==> config.mk <==
export PLATFORM = sky130hd
export DESIGN_NAME = bit_shift_engine_flat
export DESIGN_NICKNAME = d
export VERILOG_FILES = /design/src/rtl/bit_shift_engine_pkg.sv /design/src/rtl/bit_shift_engine_if.sv /design/src/rtl/bit_shift_engine.sv /design/src/flat_wrapper.sv
export SDC_FILE = /design/constraint.sdc
export NUM_CORES = 1
export LEC_CHECK = 0
export CAP_MARGIN = 20
export CORE_ASPECT_RATIO = 1.25
export CORE_MARGIN = 5
export CORE_UTILIZATION = 46
export DETAILED_ROUTE_END_ITERATION = 8
export HOLD_SLACK_MARGIN = 0.02
export PLACE_DENSITY = 0.84
export SLEW_MARGIN = 5
export SYNTH_ARGS = -nofsm -noshare
export SYNTH_HDL_FRONTEND = slang
export SYNTH_SLANG_ARGS = --single-unit
==> constraint.sdc <==
create_clock -name clk -period 1.4 [get_ports clk]
set_input_delay 0.28 -clock clk [delete_from_list [all_inputs] [get_ports clk]]
set_output_delay 0.28 -clock clk [all_outputs]
set_load 0.01 [all_outputs]
==> src/rtl/bit_shift_engine_pkg.sv <==
// Shared constants for the bit shift engine: FSM encodings and default sizing.
package bit_shift_engine_pkg;

    localparam int unsigned DEFAULT_WIDTH = 9;
    localparam int unsigned DEFAULT_CNT_W = $clog2(DEFAULT_WIDTH + 1);

    localparam logic [0:0] ST_IDLE  = 1'b0;
    localparam logic [0:0] ST_SHIFT = 1'b1;

endpackage

==> src/rtl/bit_shift_engine_if.sv <==
// Control/data bundle between a requester (master) and the shift engine (slave).
interface bit_shift_engine_if
    import bit_shift_engine_pkg::*;
#(
    parameter int unsigned WIDTH = DEFAULT_WIDTH,
    parameter int unsigned CNT_W = DEFAULT_CNT_W
);
    logic [WIDTH-1:0] in_i;
    logic             load_i;
    logic             start_i;
    logic [CNT_W-1:0] count_i;
    logic             msb_first_i;
    logic             serial_in_i;
    logic             step_i;
    logic [WIDTH-1:0] out_o;
    logic             serial_out_o;
    logic             busy_o;
    logic             done_o;

    modport master (
        output in_i, load_i, start_i, count_i, msb_first_i, serial_in_i, step_i,
        input  out_o, serial_out_o, busy_o, done_o
    );

    modport slave (
        input  in_i, load_i, start_i, count_i, msb_first_i, serial_in_i, step_i,
        output out_o, serial_out_o, busy_o, done_o
    );
endinterface

==> src/rtl/bit_shift_engine.sv <==
// Parallel-load shift register that shifts a requested number of bits on step ticks,
// in either direction, with a busy flag and a one-cycle done pulse.
module bit_shift_engine
    import bit_shift_engine_pkg::*;
#(
    parameter int unsigned WIDTH = DEFAULT_WIDTH,
    parameter int unsigned CNT_W = DEFAULT_CNT_W
) (
    input  logic               clk,
    input  logic               reset,
    bit_shift_engine_if.slave  bus
);

    logic [0:0]       state_q, state_d;
    logic [WIDTH-1:0] out_q, out_d;
    logic [CNT_W-1:0] rem_q, rem_d;
    logic             dir_q, dir_d;
    logic             done_q, done_d;
    logic             eff_dir;

    // State register; reset forces everything back to an idle, cleared engine.
    always_ff @(posedge clk or posedge reset) begin
        if (reset) begin
            state_q <= ST_IDLE;
            out_q   <= '0;
            rem_q   <= '0;
            dir_q   <= 1'b0;
            done_q  <= 1'b0;
        end else begin
            state_q <= state_d;
            out_q   <= out_d;
            rem_q   <= rem_d;
            dir_q   <= dir_d;
            done_q  <= done_d;
        end
    end

    // Next-state logic; a start with count 0 completes immediately without shifting.
    always_comb begin
        state_d = state_q;
        out_d   = out_q;
        rem_d   = rem_q;
        dir_d   = dir_q;
        done_d  = 1'b0;
        case (state_q)
            ST_IDLE: begin
                if (bus.load_i) begin
                    out_d = bus.in_i;
                end
                if (bus.start_i) begin
                    if (bus.count_i == '0) begin
                        done_d = 1'b1;
                    end else begin
                        dir_d   = bus.msb_first_i;
                        rem_d   = (bus.count_i > CNT_W'(WIDTH)) ? CNT_W'(WIDTH) : bus.count_i;
                        state_d = ST_SHIFT;
                    end
                end
            end
            ST_SHIFT: begin
                if (bus.step_i) begin
                    if (dir_q) begin
                        out_d = {out_q[WIDTH-2:0], bus.serial_in_i};
                    end else begin
                        out_d = {bus.serial_in_i, out_q[WIDTH-1:1]};
                    end
                    rem_d = rem_q - CNT_W'(1);
                    if (rem_q == CNT_W'(1)) begin
                        state_d = ST_IDLE;
                        done_d  = 1'b1;
                    end
                end
            end
            default: begin
                state_d = ST_IDLE;
            end
        endcase
    end

    // Exit bit follows the latched direction while shifting, the requested one otherwise.
    assign eff_dir = (state_q == ST_SHIFT) ? dir_q : bus.msb_first_i;

    assign bus.out_o        = out_q;
    assign bus.busy_o       = (state_q == ST_SHIFT);
    assign bus.done_o       = done_q;
    assign bus.serial_out_o = eff_dir ? out_q[WIDTH-1] : out_q[0];

endmodule

==> src/flat_wrapper.sv <==
// flat-port wrapper written by rule: the top's interface ports become plain ports
module bit_shift_engine_flat import bit_shift_engine_pkg::*;
#(
    parameter int unsigned WIDTH = DEFAULT_WIDTH,
    parameter int unsigned CNT_W = DEFAULT_CNT_W
)
  (clk, reset, bus_in_i, bus_load_i, bus_start_i, bus_count_i, bus_msb_first_i, bus_serial_in_i, bus_step_i, bus_out_o, bus_serial_out_o, bus_busy_o, bus_done_o);
  bit_shift_engine_if #(.WIDTH(WIDTH), .CNT_W(CNT_W)) bus_i ();
  input  logic clk;
  input  logic reset;
  input wire logic [$bits(bus_i.in_i)-1:0] bus_in_i;
  input wire logic [$bits(bus_i.load_i)-1:0] bus_load_i;
  input wire logic [$bits(bus_i.start_i)-1:0] bus_start_i;
  input wire logic [$bits(bus_i.count_i)-1:0] bus_count_i;
  input wire logic [$bits(bus_i.msb_first_i)-1:0] bus_msb_first_i;
  input wire logic [$bits(bus_i.serial_in_i)-1:0] bus_serial_in_i;
  input wire logic [$bits(bus_i.step_i)-1:0] bus_step_i;
  output wire logic [$bits(bus_i.out_o)-1:0] bus_out_o;
  output wire logic [$bits(bus_i.serial_out_o)-1:0] bus_serial_out_o;
  output wire logic [$bits(bus_i.busy_o)-1:0] bus_busy_o;
  output wire logic [$bits(bus_i.done_o)-1:0] bus_done_o;
  assign bus_i.in_i = bus_in_i;
  assign bus_i.load_i = bus_load_i;
  assign bus_i.start_i = bus_start_i;
  assign bus_i.count_i = bus_count_i;
  assign bus_i.msb_first_i = bus_msb_first_i;
  assign bus_i.serial_in_i = bus_serial_in_i;
  assign bus_i.step_i = bus_step_i;
  assign bus_out_o = bus_i.out_o;
  assign bus_serial_out_o = bus_i.serial_out_o;
  assign bus_busy_o = bus_i.busy_o;
  assign bus_done_o = bus_i.done_o;
  bit_shift_engine #(.WIDTH(WIDTH), .CNT_W(CNT_W)) u_core (.clk(clk), .reset(reset), .bus(bus_i));
endmodule
# [Word level (Yosys, flattened, before mapping)]
# Cells that the tools add are included.
[totals] reg_bits=16 inputBits=20 output_inout_bits=12 word_cells=39
[classes] add_sub_neg=1 magnitude_cmp=1 n_eq_ne=5 n_mux=21 bitwise=2 reduce_logical=4
[op_table] op="$mux 9" count=3
[op_table] op="$pmux 9 s2" count=1
[op_table] op="$mux 4" count=4
[op_table] op="$mux 1" count=10
[op_table] op="$ne 2x2->1 const B" count=4
[op_table] op="$pmux 4 s2" count=1
[op_table] op="$reduce_and 3->1" count=2
[op_table] op="$eq 4x1->1 const B" count=1
[op_table] op="$gt 4x4->1 const B" count=1
[op_table] op="$logic_not 4->1" count=1
[op_table] op="$pmux 1 s2" count=2
[op_table] op="$sub 4x1->4 const B" count=1
[op_table] op="$not 1->1" count=2
[op_table] op="$reduce_and 2->1" count=1

# [Logic depth before layout (Yosys ltp)]
[depth] ltp_word=5 depth_mapped=5

# [Worst setup path before layout]
# OpenSTA, ideal clock, no wires.
[synth_timing] path_type="register to output" from="register u_core.state_q, in the netlist u_core.bus.busy_o" to="output bus_serial_out_o" arrival_time_ps=1085 t_required_ps=1120 setup_slack_ps=35 stages_incl_launch_ff=4 n_path_buf=1 path_cell_list="dfrtp_1 buf_4 mux2i_1 mux2_2"
[synth_via] elab_chain_len=2
[synth_rtl] item="start: declaration" line="bit_shift_engine.sv:14" source="logic [0:0] state_q, state_d;"
[synth_rtl] item="start signal: assignment" line="bit_shift_engine.sv:30" source="state_q <= state_d;"
[synth_rtl] item="$mux 1" line="bit_shift_engine.sv:81" source="assign eff_dir = (state_q == ST_SHIFT) ? dir_q : bus.msb_first_i;"
[synth_rtl] item="$mux 1" line="bit_shift_engine.sv:86" source="assign bus.serial_out_o = eff_dir ? out_q[WIDTH-1] : out_q[0];"
[synth_rtl] item="end: declaration" line="flat_wrapper.sv:19" source="output wire logic [$bits(bus_i.serial_out_o)-1:0] bus_serial_out_o;"
# No other way between the ends.

# [Worst setup path after layout]
# Ends and elaborated chain as after synthesis.

==> impl_metrics.py <==
metrics = {
    "sta": {
        "finClkSkew_ns": 0.0122,
        "setup_ws_ns": -0.254,
        "finalMaxSlewViolations": 0,
        "fin_crit_sh": 1.18,
        "rsz0062_at_grt": "true",
        "holdWs_ns": 0.259,
        "hold_viol_final": 0,
        "fin_crit_ns": 1.65,
        "slew_headroom": 0.746,
        "worstMarginPinSlew_ns": 0.376,
        "setup_viol_count_final": 6,
        "clock.fmax_ghz": 0.605,
    },
    "cts": {
        "cts-root-buf": "clkbuf_4",
        "cts_tree": "built",
        "clk-insertion-delay-late_ns": 0.30,
        "cts.clk_slew.worst_paths_ns": 0.11,
        "cts_buffers": 3,
        "clock_sinks": 16,
        "htreeDepth": 1,
        "cts_buffer_depth": 2,
    },
    "worst_setup_path": {
        "crit_end": "bus_serial_out_o",
        "arrival_ns": 1.37,
        "reg2reg_from": "u_core.bus.busy_o$_DFF_PP0_",
        "cp_slowest_cell": "dfrtp_1",
        "reg2regPathDepth": 5,
        "worst_ep_required_time_ns": 1.12,
        "reg2reg_slack_ns": -0.13,
        "crit_path_max_fanout": 2,
        "worstSetupEndpointType": "primary output",
        "cp-startpoint": "u_core.bus.busy_o$_DFF_PP0_",
        "critPathKind": "reg2out",
        "cp_cell_sequence": "mux2i_1 -> mux2_4 -> buf_6",
        "worstSetupStartpointType": "register",
        "slowest_delay_ns": 0.38,
        "reg2reg_to": "u_core.dir_q$_DFFE_PP0P_",
    },
    "layout": {
        "fin_cells": 197,
        "drive_gt1_frac": 0.307,
        "final_area_mm2": 0.00175,
        "fin_nets": 189,
        "area_delta_synth_final_pct": 60.3,
        "antenna-diode-count": 0,
        "fillers": 161,
    },
    "die": {
        "rows": 19,
        "initial_core_util": 0.487,
        "die_x_um": 53.5,
        "coreArea_mm2": 0.00223,
        "die_h_um": 64.4,
        "dieArea_mm2": 0.00345,
        "io_pins": 32,
    },
    "synthesis": {
        "netlist_area_mm2": 0.00109,
        "synth-edff-count": 0,
        "synth-seq-area-share": 0.368,
        "synthTopCellsByArea": "dfrtp_1 37%, mux2i_1 15%, nor3b_1 4.1%",
        "synth_top_cell_area_share": 0.368,
        "yosysWarnings": 0,
        "syn_nets": 131,
        "synth_top_cell_by_area": "dfrtp_1",
        "synth_cells": 109,
        "avgSynthCellArea_um2": 9.99,
        "ys_top_cells_by_count": "16 x dfrtp_1, 16 x mux2i_1",
        "synth_ff_type": "dfrtp_1",
        "ys_ff_latch": 16,
        "ys_types": 38,
        "ys_async_sr_fraction": 1.00,
    },
    "drt": {
        "routed-wl-met3_um": 243,
        "top_layer": "met4",
        "remaining_drc_errors": 0,
        "drt_iter0_drc": 58,
        "via_per_inst": 5.87,
        "drt_wl_total_um": 3730,
        "via_count": 1157,
        "drtAntennaViolNets": 0,
        "routed-wl-met2_um": 2060,
        "firstDrtPassIters": 4,
        "wl_met1_um": 1370,
        "wl_per_cell_um": 18.9,
    },
    "pwr": {
        "power.density_mw_per_mm2": 2060,
        "ir_drop_uv": 1690,
        "leakagePower_nw": 0.798,
    },
    "place": {
        "dp.final_hpwl_um": 2380,
        "placed_area_mm2": 0.00157,
        "dpl.cell_count": 186,
        "port_buffers": 31,
        "place_congestion": 0.833,
    },
    "run_status": {
        "violations": "negative setup slack",
        "outcome": "finished with violations",
    },
    "flow_run": {
        "drv_cap": 0,
    },
    "global_route": {
        "grtUsageTotal": 0.222,
        "grt-ovfl-total": 0,
        "antenna_found_initial": 0,
        "grt_first_pass_wirelength_um": 5740,
        "grt_max_degree": 17,
        "first_global_vias": 1205,
    },
    "worst_hold_path": {
        "holdCritPathClass": "in2async",
    },
}
metrics by stage:
| step | utilization | setup slack [ns] | setup TNS (ns) | power, mW |
|---|---|---|---|---|
| global placement | 0.700 | -0.532 | -2.36 | 2.76 |
| detailed placement | 0.700 | -0.584 | -3.23 | 2.84 |
| global route | 0.781 | -0.308 | -0.673 | 3.82 |
| CTS | 0.759 | -0.248 | -0.357 | 3.42 |
| finish | 0.781 | -0.254 | -0.417 | 3.60 |
| floorplan | - | 0.0352 | 0 | 1.98 |
worst min path at each step:
stage	startpoint	end	depth (start not counted)
after floorplan	reset	u_core.bus.busy_o$_DFF_PP0_	1
after global placement	u_core.bus.out_o[7]$_DFFE_PP0P_	u_core.bus.out_o[7]$_DFFE_PP0P_	1
after detailed placement	u_core.bus.out_o[6]$_DFFE_PP0P_	u_core.bus.out_o[6]$_DFFE_PP0P_	1
after CTS	reset	u_core.bus.done_o$_DFF_PP0_	3
after global routing	reset	u_core.bus.out_o[4]$_DFFE_PP0P_	3
final	reset	u_core.rem_q[3]$_DFFE_PP0P_	3
critical path: cells and delay by family, from the launching register on:
kind / cells / cell delay (ns)
buffers and inverters: 1 / 0.12
multiplexers: 2 / 0.56
flip-flops: 1 / 0.38
flip-flops by register name, indices dropped and copies added (netlist names):
signal             count
u_core.bus.busy_o      1
u_core.bus.done_o      1
u_core.bus.out_o       9
u_core.dir_q           1
u_core.rem_q           4
cell families (layout without fill, tap and decap cells):
logic type               after synthesis  count (layout)  share of synthesized area
flip-flops                            16              16                      0.368
multiplexers                          18              18                      0.171
AND/OR/NAND/NOR                       25              25                      0.159
AO/OA/AOI/OAI                         35              35                      0.224
adder cells (fa/ha/maj)                2               2                     0.0230
buffers and inverters                 13              70                     0.0552
what timing repair did:
action,in CTS,in global routing
gates cloned,1,0
resized for setup,30,9
setup endpoints to repair,15,12
setup buffers,4,2
hold buffers,0,0
pin swaps,2,1
placed cells by master, fill, tap and decap left out, drive strengths merged:
| cell type | instances |
|---|---|
| nor2b | 1 |
| clkbuf | 5 |
| nor2 | 4 |
| nand3b | 1 |
| a311oi | 1 |
| inv | 6 |
| nand2b | 2 |
| o21a | 6 |
| bufbuf | 1 |
| o21ai | 7 |
| dfrtp | 16 |
| o21bai | 1 |
| nand4 | 1 |
| nor4 | 1 |
| mux2 | 2 |
| a211o | 4 |
| nand3 | 1 |
| o31ai | 3 |
| a21oi | 2 |
| clkdlybuf4s50 | 19 |
| o41ai | 1 |
| nor4bb | 1 |
| nor3 | 1 |
| mux2i | 16 |
| a31oi | 6 |
| clkdlybuf4s15 | 1 |
| or4 | 1 |
| dlygate4sd2 | 8 |
| a311o | 1 |
| o2bb2ai | 1 |
| ha | 2 |
| o211ai | 1 |
| nor3b | 6 |
| or2 | 1 |
| buf | 30 |
| nand2 | 4 |
| a22oi | 1 |
layer usage:
metal | vias to the layer above | GRT usage
met2 | 51 | 0.413
li1 | 525 | -
met1 | 574 | 0.234
met4 | 0 | 0.0735
met3 | 7 | 0.0512
met5 | - | 0
layout make-up:
| cell class | instances | area (um2) | area share |
|---|---|---|---|
| multi-input cells | 80 | 689 | 0.395 |
| well taps | 31 | 38.8 | 0.0222 |
| flip-flops and latches | 16 | 402 | 0.230 |
| repair buffers | 60 | 557 | 0.319 |
| inverters | 6 | 22.5 | 0.0129 |
| clock buffers | 4 | 36.3 | 0.0208 |
report_power, final:
group / switching [mW] / leakage [nW] / total [mW] / internal [mW]
Combinational: 1.08 / 0.593 / 2.39 / 1.31
Clock: 0.166 / 0.0210 / 0.325 / 0.159
Sequential: 0.191 / 0.184 / 0.880 / 0.689
(Power assumes the default switching activity.)
==> RTL edit, RTL diff (config.mk and constraints unchanged) <==
The package constant `DEFAULT_WIDTH` goes from 9 to 10.
--- a/src/rtl/bit_shift_engine_pkg.sv
+++ b/src/rtl/bit_shift_engine_pkg.sv
@@ -3,3 +3,3 @@
 
-    localparam int unsigned DEFAULT_WIDTH = 9;
+    localparam int unsigned DEFAULT_WIDTH = 10;
     localparam int unsigned DEFAULT_CNT_W = $clog2(DEFAULT_WIDTH + 1);
Interface: changed (resized bus_in_i and bus_out_o); port bits go from 32 to 34. No check against the original RTL was run, so the function may have changed too.
==> RTL edit against the unedited design <==
  * The flow still finishes with violations (setup timing)
  * Design area rose by 11%
  * Synthesized area grew 3.1%
  * Sequential cell count grew 1
  * Global-route usage decreased by 1.6 points
  * Non-clock buffer count grew 7
  * Worst setup slack got worse by 26 ps
  * Fmax is 1.5% lower
  * Utilization grew 3.3 points
  * Clock power shrank 7.1%
  * Wire length grew 5.7%
  * Power rose by 1.8%
  * Clock skew is 9.0 ps lower
  * Largest power group unchanged
==> RTL edit: results (changes against the unedited design) <==
Run status
  – Status: finished, violations left
  – Failing checks: setup timing

Layout
  – Max reg flops: 10 (+1)
  – Non-clock buffer share: 0.337 (+0.0184)
  – Share of cells above drive strength 1: 0.387 (+0.0801)
  – Fraction of area in registers: 0.221 (-0.00904)
  – Nets: 197 (+4.2%)
  – Clock buf/inv share: 0.0136 (-0.00721)
  – Non-clk bufs: 67 (+12%)
  – #MultiIn Comb: 79 (-1.3%)
  – Fin cells: 206 (+4.6%)
  – Multi-input logic portion of the cell area: 0.393 (-0.00196)
  – Fill cell count: 145 (-9.9%)
  – Ant diodes: 0 (unchanged)
  – Layout clock buffers: 4 (unchanged)

Synthesis
  – Seq/Total Area, Yosys: 0.379 (+0.0112)
  – Mux contribution to synthesized area: 0.155 (-0.0163)
  – Area contributors post-synth: dfrtp_1 38%, mux2i_1 12%, nor3b_1 4.7%
  – Synth Area in Adders: 0.0223 (-0.000692)
  – Post-Syn Nets: 132 (+0.76%)
  – Yosys reg bits: 17 (+1)
  – Compound-cell area share of the yosys netlist: 0.261 (+0.0367)
  – Top post-synthesis cells by count: 17 x dfrtp_1, 14 x mux2i_1, 7 x a31oi_1, 7 x nor3b_1, 7 x o21a_1
  – Syn_area_per_cell: 10.3 um^2 (+3.1%)
  – Synth unique cells: 37 (-2.6%)
  – Xor/xnor cell area share of the yosys netlist: 0.00780 (+0.00780)

STA
  – Post-route worst setup slack: -279 ps (-25.7 ps)
  – Final setup skew: 3.24 ps (-9.00 ps)
  – Slew headroom: 0.741 (-0.00524)
  – Count of final setup violators: 11 (+5)
  – Setup TNS Final: -1230 ps (-810 ps)

Placed design
  – Pre-CTS setup slack: -558 ps (+26.8 ps)
  – Post-DP HPWL: 2.30 mm (-3.1%)
  – IO Port Bufs: 33 (+6.5%)
  – Placed cells: 187 (+0.54%)
  – GPL Wtd Cong: 0.794 (-4.6%)
  – Post-DP Area: 1610 um^2 (+2.9%)

Power
  – Internal Power: 2.20 mW (+1.7%)
  – VDD IR-drop max: 1.19 mV (-30%)
  – P_leak: 0.850 nW (+6.6%)

Global routing
  – Total GRT Usage: 0.206 (-0.0157)
  – Met3 Track Usage GR: 0.0317 (-0.0194)
  – Met2 usage: 0.376 (-0.0368)
  – Pin count of the biggest net entering global routing: 18 (+1)
  – Met1 Use GR: 0.238 (+0.00440)
  – Global-route wire length before repair: 5.42 mm (-5.6%)

Worst setup path
  – Critical-path top delay cell: dfrtp_2
  – Worst path max stage delay: 440 ps (+60 ps)

Route
  – Drt via density: 5.80 (-1.3%)
  – Detail-routed net length per standard cell: 19.1 um (+1.1%)
  – First-pass DRT Iterations: 4 (unchanged)
  – Iter 0 DRT Violations: 22 (-62%)

Clocking
  – Clock Latency Late Sink: 310 ps
  – CTS H-Tree Depth: 1 (unchanged)
[RTL edit: metal layers]
metal	share of wire	wire length, um
met3	0.033	130
met4	0.028	110
met5	0	0
met2	0.55	2160
met1	0.39	1540
[RTL edit: kinds of logic after synthesis]
kind of cell | after synthesis
XOR/XNOR | 1
adder cells (fa/ha/maj) | 2
AND/OR/NAND/NOR | 22
flip-flops | 17
multiplexers | 17
AO/OA/AOI/OAI | 37
buffers and inverters | 13
[RTL edit: per-stage QoR]
| step | utilization | hold WS [ps] |
|---|---|---|
| finish | 0.814 | 275 |
| global route | 0.814 | 316 |
| CTS | 0.728 | 296 |
| detailed placement | 0.677 | 537 |
| global placement | 0.677 | 540 |
| floorplan | - | 206 |
[RTL edit: power groups by stage]
stage	registers [mW]	logic, mW	clock network [mW]
finish	0.928	2.43	0.302
global route	0.957	2.60	0.326
CTS	0.892	2.05	0.275
detailed placement	0.922	1.80	0
global placement	0.915	1.74	0
floorplan	0.995	0.969	0
[RTL edit: repair_timing]
| action | CTS | global route |
|---|---|---|
| setup endpoints to repair | 17 | 17 |
| cloned | 1 | 1 |
| setup buffers | 6 | 7 |
| pin swaps | 1 | 13 |
| resized for setup | 29 | 32 |
[RTL edit: final timing paths]
kind | slack [ps] | endpoint | startpoint | cells after the start
max in group asynchronous | 910 | u_core.rem_q[0] | reset | 3
max | -280 | bus_serial_out_o | u_core.bus.busy_o | 3
min in group clk | 550 | u_core.bus.out_o[2] | u_core.bus.out_o[2] | 1
min reg2reg | 550 | u_core.bus.out_o[2] | u_core.bus.out_o[2] | 1
min | 280 | u_core.bus.out_o[1] | reset | 3
max reg2reg | -260 | u_core.dir_q | u_core.bus.busy_o | 6
[RTL edit: worst max-delay path: cells and delay by family (launching register included)]
kind	cells	cell delay [ps]
muxes	2	530
DFF	1	440
buffers and inverters	1	120
